File: src/rtl/matmul_input_loader.sv
// Fetches W then X from RAM row by row and holds them for the matmul FSM until fsm_ack; start is ignored while busy.
// Each row takes 1+MEM_ACCESS_LATENCY cycles. Define LOADER_WEIGHT_TRANSPOSE_EN to present W^T instead of W.
`ifndef MEM_PORT_WIDTH
`define MEM_PORT_WIDTH 128
`endif
`ifndef MEM_ADDR_INCR
`define MEM_ADDR_INCR 32'd16
`endif
`ifndef WEIGHT_MAT_BASE_ADDR
`define WEIGHT_MAT_BASE_ADDR 32'h0000_1000
`endif
`ifndef INPUT_MAT_BASE_ADDR
`define INPUT_MAT_BASE_ADDR 32'h0000_2000
`endif

module matmul_input_loader #(
  parameter int ROWS               = 4,
  parameter int COLS               = 4,
  parameter int WORD_SIZE          = 16,
  parameter int MEM_ACCESS_LATENCY = 2
) (
  input  logic                            clk,
  input  logic                            rst,
  input  logic                            start,
  output logic [31:0]                     mem_addr,
  output logic                            mem_rd_en,
  input  logic [`MEM_PORT_WIDTH-1:0]      mem_rd_data,
  output logic [ROWS*COLS*WORD_SIZE-1:0]  w_mat,
  output logic [ROWS*COLS*WORD_SIZE-1:0]  x_mat,
  output logic                            mats_valid,
  input  logic                            fsm_ack,
  output logic                            load_busy,
  output logic                            load_done
);

  localparam int ROW_W  = COLS * WORD_SIZE;
  localparam int RIDX_W = $clog2(ROWS) + 1;
  localparam int CNT_W  = $clog2(MEM_ACCESS_LATENCY) + 1;

  typedef enum logic [2:0] {IDLE, RD_W, RD_W_WAIT, RD_X, RD_X_WAIT, PRESENT} state_t;

  state_t                     state;
  logic [RIDX_W-1:0]          row_idx;
  logic [CNT_W-1:0]           dly_cnt;
  logic [ROW_W-1:0]           rd_row;
  logic                       last_row;
  logic [`MEM_PORT_WIDTH-1:0] rd_data_unused;

  // Only the low COLS*WORD_SIZE bits of the RAM word carry a matrix row.
  assign rd_row         = mem_rd_data[ROW_W-1:0];
  assign rd_data_unused = mem_rd_data;
  assign last_row       = (row_idx == RIDX_W'(ROWS - 1));

  always_ff @(posedge clk) begin
    if (rst) begin
      state      <= IDLE;
      row_idx    <= '0;
      dly_cnt    <= '0;
      mem_addr   <= '0;
      mem_rd_en  <= 1'b0;
      w_mat      <= '0;
      x_mat      <= '0;
      mats_valid <= 1'b0;
      load_busy  <= 1'b0;
      load_done  <= 1'b0;
    end else begin
      load_done <= 1'b0;
      case (state)
        IDLE: begin
          if (start) begin
            state     <= RD_W;
            row_idx   <= '0;
            load_busy <= 1'b1;
          end
        end
        RD_W: begin
          mem_addr  <= `WEIGHT_MAT_BASE_ADDR + 32'(row_idx) * `MEM_ADDR_INCR;
          mem_rd_en <= 1'b1;
          dly_cnt   <= CNT_W'(MEM_ACCESS_LATENCY - 1);
          state     <= RD_W_WAIT;
        end
        RD_W_WAIT: begin
          mem_rd_en <= 1'b0;
          if (dly_cnt != '0) begin
            dly_cnt <= dly_cnt - 1'b1;
          end else begin
            for (int r = 0; r < ROWS; r++) begin
              if (row_idx == RIDX_W'(r)) begin
                for (int c = 0; c < COLS; c++) begin
`ifdef LOADER_WEIGHT_TRANSPOSE_EN
                  w_mat[(c*ROWS+r)*WORD_SIZE +: WORD_SIZE] <= rd_row[c*WORD_SIZE +: WORD_SIZE];
`else
                  w_mat[(r*COLS+c)*WORD_SIZE +: WORD_SIZE] <= rd_row[c*WORD_SIZE +: WORD_SIZE];
`endif
                end
              end
            end
            if (last_row) begin
              row_idx <= '0;
              state   <= RD_X;
            end else begin
              row_idx <= row_idx + 1'b1;
              state   <= RD_W;
            end
          end
        end
        RD_X: begin
          mem_addr  <= `INPUT_MAT_BASE_ADDR + 32'(row_idx) * `MEM_ADDR_INCR;
          mem_rd_en <= 1'b1;
          dly_cnt   <= CNT_W'(MEM_ACCESS_LATENCY - 1);
          state     <= RD_X_WAIT;
        end
        RD_X_WAIT: begin
          mem_rd_en <= 1'b0;
          if (dly_cnt != '0) begin
            dly_cnt <= dly_cnt - 1'b1;
          end else begin
            for (int r = 0; r < ROWS; r++) begin
              if (row_idx == RIDX_W'(r)) begin
                x_mat[r*ROW_W +: ROW_W] <= rd_row;
              end
            end
            if (last_row) begin
              row_idx    <= '0;
              mats_valid <= 1'b1;
              state      <= PRESENT;
            end else begin
              row_idx <= row_idx + 1'b1;
              state   <= RD_X;
            end
          end
        end
        PRESENT: begin
          if (fsm_ack) begin
            mats_valid <= 1'b0;
            load_busy  <= 1'b0;
            load_done  <= 1'b1;
            state      <= IDLE;
          end
        end
        default: state <= IDLE;
      endcase
    end
  end

endmodule

File: config.mk
export PLATFORM = sky130hd
export DESIGN_NAME = matmul_input_loader
export DESIGN_NICKNAME = d
export VERILOG_FILES = /design/src/rtl/matmul_input_loader.sv
export SDC_FILE = /design/constraint.sdc
export NUM_CORES = 1
export LEC_CHECK = 0
export ABC_AREA = 1
export BUFFER_PORTS_ARGS = -buffer_cell sky130_fd_sc_hd__buf_2
export CORE_AREA = 2 2 268 270
export CTS_BUF_LIST = sky130_fd_sc_hd__clkbuf_8 sky130_fd_sc_hd__clkbuf_16
export DETAILED_ROUTE_END_ITERATION = 7
export DIE_AREA = 0 0 270 272
export HOLD_SLACK_MARGIN = 0.03
export PLACE_DENSITY = 0.59
export SYNTH_ARGS = -nofsm -noshare
export SYNTH_HDL_FRONTEND = slang
export SYNTH_SLANG_ARGS = --single-unit
File: constraint.sdc
create_clock -name clk -period 1.72 [get_ports clk]
set_input_delay 0.086 -clock clk [delete_from_list [all_inputs] [get_ports clk]]
set_output_delay 0.086 -clock clk [all_outputs]
set_load 0.01 [all_outputs]
==> reports/summary.json <==
{
  "run_status": {"value": "finished, final reports clean"},
  "avgRoutedWirePerCell": {"value": 19.6, "unit": "um"},
  "share_of_layout_cells_above_drive_strength_1": {"value": 0.287},
  "post_synth_mux_area_share": {"value": 0},
  "post_dp_cell_area": {"value": 0.0229, "unit": "mm2"},
  "synthesis_warnings": {"value": 0},
  "cts_inserted_buffers": {"value": 56},
  "grt_pass1_vias": {"value": 17300},
  "dieArea": {"value": 0.0734, "unit": "mm2"},
  "clock-skew-final": {"value": 0.0233, "unit": "ns"},
  "synth.cell_area": {"value": 0.0189, "unit": "mm2"},
  "maxCapViolCount": {"value": 0},
  "synth_seq_cells": {"value": 529},
  "fin_nets": {"value": 3171},
  "clk_pin_slew_worst_paths": {"value": 0.06, "unit": "ns"},
  "fp.dieW": {"value": 270, "unit": "um"},
  "largest_family_of_logic_cells_by_synthesized_area": {"value": "simple AND/OR/NAND/NOR gates"},
  "fmax": {"value": 0.586, "unit": "GHz"},
  "crit_arrival": {"value": 2.19, "unit": "ns"},
  "period_minus_slack": {"value": 1.71, "unit": "ns"},
  "global_route_wire_length_before_repair": {"value": 110, "unit": "mm"},
  "flow.area_growth_from_synthesis": {"value": 39.6, "unit": "%"},
  "cts.path.max_buffers": {"value": 3},
  "cts-root-buf": {"value": "sky130_fd_sc_hd__clkbuf_16"},
  "route.detailed.drc": {"value": 0},
  "p_leak": {"value": 0.0134, "unit": "uW"},
  "core_footprint": {"value": 0.0708, "unit": "mm2"},
  "insertion_delay": {"value": 0.61, "unit": "ns"},
  "setup-tns-final": {"value": 0, "unit": "ns"},
  "rsz0062_at_grt": {"value": "yes"},
  "port_buffers": {"value": 588},
  "crit_required": {"value": 2.20, "unit": "ns"},
  "number_of_ports_placed_on_the_die_boundary": {"value": 680},
  "path_depth_of_the_worst_reg2reg_path": {"value": 8},
  "hold_viol_final": {"value": 0},
  "worstHoldStart": {"value": "start"},
  "fin_area": {"value": 0.0264, "unit": "mm2"},
  "placementRows": {"value": 98},
  "drt-total-wl": {"value": 79.1, "unit": "mm"},
  "worst_case_hold_path_end_point": {"value": "load_busy$_SDFFE_PP0P_"},
  "power_density": {"value": 998, "unit": "mW/mm2"},
  "route.detailed.vias_per_inst": {"value": 4.62},
  "final-seq-area": {"value": 0.0106, "unit": "mm2"},
  "clock_tree.htree_level_count": {"value": 2},
  "clock-sinks": {"value": 529},
  "die_h": {"value": 272, "unit": "um"},
  "final.fill_count": {"value": 7399},
  "groute.usage.overall": {"value": 0.192},
  "part_of_the_yosys_area_used_for_sequential_elements": {"value": 0.561},
  "drt_pass1_iterations": {"value": 5},
  "drt-initial-drc-count": {"value": 1239},
  "cts_tree": {"value": "built"},
  "gp_routability_congestion": {"value": 0.819},
  "power.ir.vdd_worst": {"value": 771, "unit": "uV"},
  "hpwlAfterDp": {"value": 49.9, "unit": "mm"},
  "compound_cell_area_share_of_the_yosys_netlist": {"value": 0.142},
  "crit_fanout": {"value": 15},
  "floorplan.initialDensity": {"value": 0.267},
  "synthesized_instance_count": {"value": 2434},
  "worst_r2r_endpoint": {"value": "x_mat[198]$_SDFFE_PP0P_"},
  "critical_path.startpoint_type": {"value": "flip-flop"},
  "multi_input_comb_area": {"value": 0.00725, "unit": "mm2"},
  "ff2ff_setup_slack": {"value": 0.01, "unit": "ns"},
  "grt_start_max_net_pins": {"value": 107},
  "netlist-cell-type-count": {"value": 28},
  "timing.hold.worst_path_depth": {"value": 4},
  "path_class": {"value": "flip-flop to flip-flop"},
  "antenna_found_initial": {"value": 3},
  "post_synth_and_or_nand_nor_area_fraction": {"value": 0.220},
  "post_synth_xor_area_fraction": {"value": 0},
  "global_route.overflow_total": {"value": 0},
  "crit_path_end_kind": {"value": "flip-flop"},
  "worstHoldPathType": {"value": "primary input to flip-flop"},
  "number_of_antenna_violating_nets_in_the_routed_design": {"value": 0},
  "synth_area_per_cell": {"value": 7.76, "unit": "um2"},
  "worstReg2RegStart": {"value": "dly_cnt[1]$_SDFFE_PP0P_"},
  "layout_worst_path_cycle_share": {"value": 0.992},
  "detailroute.via_count": {"value": 18600},
  "finalMaxSlewViolations": {"value": 0},
  "synth_fa_ha_area_frac": {"value": 0.00331},
  "final-setup-viol-count": {"value": 0}
}
-- report_power, final --
part           switching (uW)  leakage, uW  internal [uW]
Combinational            1140      0.00820            599
Sequential                105      0.00427          12500
Clock                    5120     0.000973           6890
-- synth_stat cells (all sizes together) --
cell	instances	area [um2]
dfxtp	529	10600
o21ai	518	2590
nand2	24	92.6
ha	5	62.6
a21oi	13	65.1
nand4	2	12.5
clkinv	1	3.75
nor3	1	16.3
nor2	1047	3960
inv	23	86.3
a31oi	1	6.26
o211a	1	10.0
clkbuf	148	632
conb	1	3.75
and3	1	6.26
buf	106	672
nand3	13	70.1
-- worst max-delay path: stages, from the launching register on --
cell and delay [ns]:
sky130_fd_sc_hd__dfxtp_2 0.33, sky130_fd_sc_hd__inv_2 0.06, sky130_fd_sc_hd__ha_4 0.16, sky130_fd_sc_hd__clkinvlp_4 0.11, sky130_fd_sc_hd__nor3_4 0.28, sky130_fd_sc_hd__clkinv_4 0.22, sky130_fd_sc_hd__clkbuf_16 0.25, sky130_fd_sc_hd__nor2_1 0.10
sky130_fd_sc_hd__nor2_1 0.06
-- placed cells by master (no fill, tap or decap), drive strengths merged, types with 13 or more instances in the layout --
cell type    count
nand3           13
nor2          1047
a21oi           13
dlygate4sd3     67
dfxtp          529
conb            27
buf            689
nand2           24
o21ai          518
clkbuf          84
inv             40
-- flip-flops by register name, indices dropped and copies added, names as in the netlist --
| name | cells |
|---|---|
| w_mat | 256 |
| x_mat | 256 |
| mem_addr | 5 |
| row_idx | 3 |
| state | 3 |
| dly_cnt | 2 |
| load_busy | 1 |
| load_done | 1 |
| mats_valid | 1 |
| mem_rd_en | 1 |
-- cells by family after synthesis --
group,after synthesis
other cells,1
simple gates,1088
buf+inv,278
flops,529
compound gates,533
fa+ha+maj,5
-- repair_timing --
item / in CTS / in global routing
endpoints found under the hold margin: 522 / 0
cloned: 0 / 16
hold buffers: 67 / 0
pin swaps: 5 / 11
endpoints found under the setup margin: 300 / 399
gates resized for setup: 11 / 123
buffers inserted: 3 / 17
-- through the flow --
step / util / power (uW) / instances / hold WS (ns) / setup WS (ns)
floorplan: - / 13700 / 2460 / 0.233 / 0.274
global placement: 0.324 / 14300 / 3827 / 0.382 / -0.0313
detailed placement: 0.324 / 14300 / 3827 / 0.384 / -0.0541
CTS: 0.361 / 26500 / 4000 / 0.352 / 0.0169
global route: 0.372 / 27200 / 4029 / 0.387 / -0.0574
finish: 0.372 / 26300 / 4031 / 0.376 / 0.0129
-- worst max-delay path by stage --
stage,endpoint,slack [ns],depth (start not counted),start
floorplan,x_mat[210]$_SDFFE_PP0P_,0.27,8,dly_cnt[0]$_SDFFE_PP0P_
detailed placement,x_mat[128]$_SDFFE_PP0P_,-0.05,9,dly_cnt[0]$_SDFFE_PP0P_
CTS,w_mat[150]$_SDFFE_PP0P_,0.02,9,dly_cnt[0]$_SDFFE_PP0P_
finish,x_mat[198]$_SDFFE_PP0P_,0.01,8,dly_cnt[1]$_SDFFE_PP0P_
global placement,x_mat[128]$_SDFFE_PP0P_,-0.03,9,dly_cnt[0]$_SDFFE_PP0P_
global route,x_mat[222]$_SDFFE_PP0P_,-0.06,8,dly_cnt[1]$_SDFFE_PP0P_
-- cell type report --
cell class / instances / share of cell area
Clock inverter: 33 / 0.00817
Clock buffer: 70 / 0.0613
Inverter: 24 / 0.00503
Sequential cell: 529 / 0.402
Tap cell: 950 / 0.0451
Timing Repair Buffer: 770 / 0.203
Multi-Input combinational cell: 1653 / 0.275
Antenna cell: 2 / 0.000190
-- metal layers --
| layer | share of wire | vias up | GRT usage |
|---|---|---|---|
| li1 | - | 8883 | - |
| met2 | 0.48 | 770 | 0.330 |
| met5 | 0 | - | 0 |
| met1 | 0.41 | 8813 | 0.233 |
| met3 | 0.075 | 150 | 0.0455 |
| met4 | 0.036 | 0 | 0.0696 |
(Power assumes the default switching activity.)
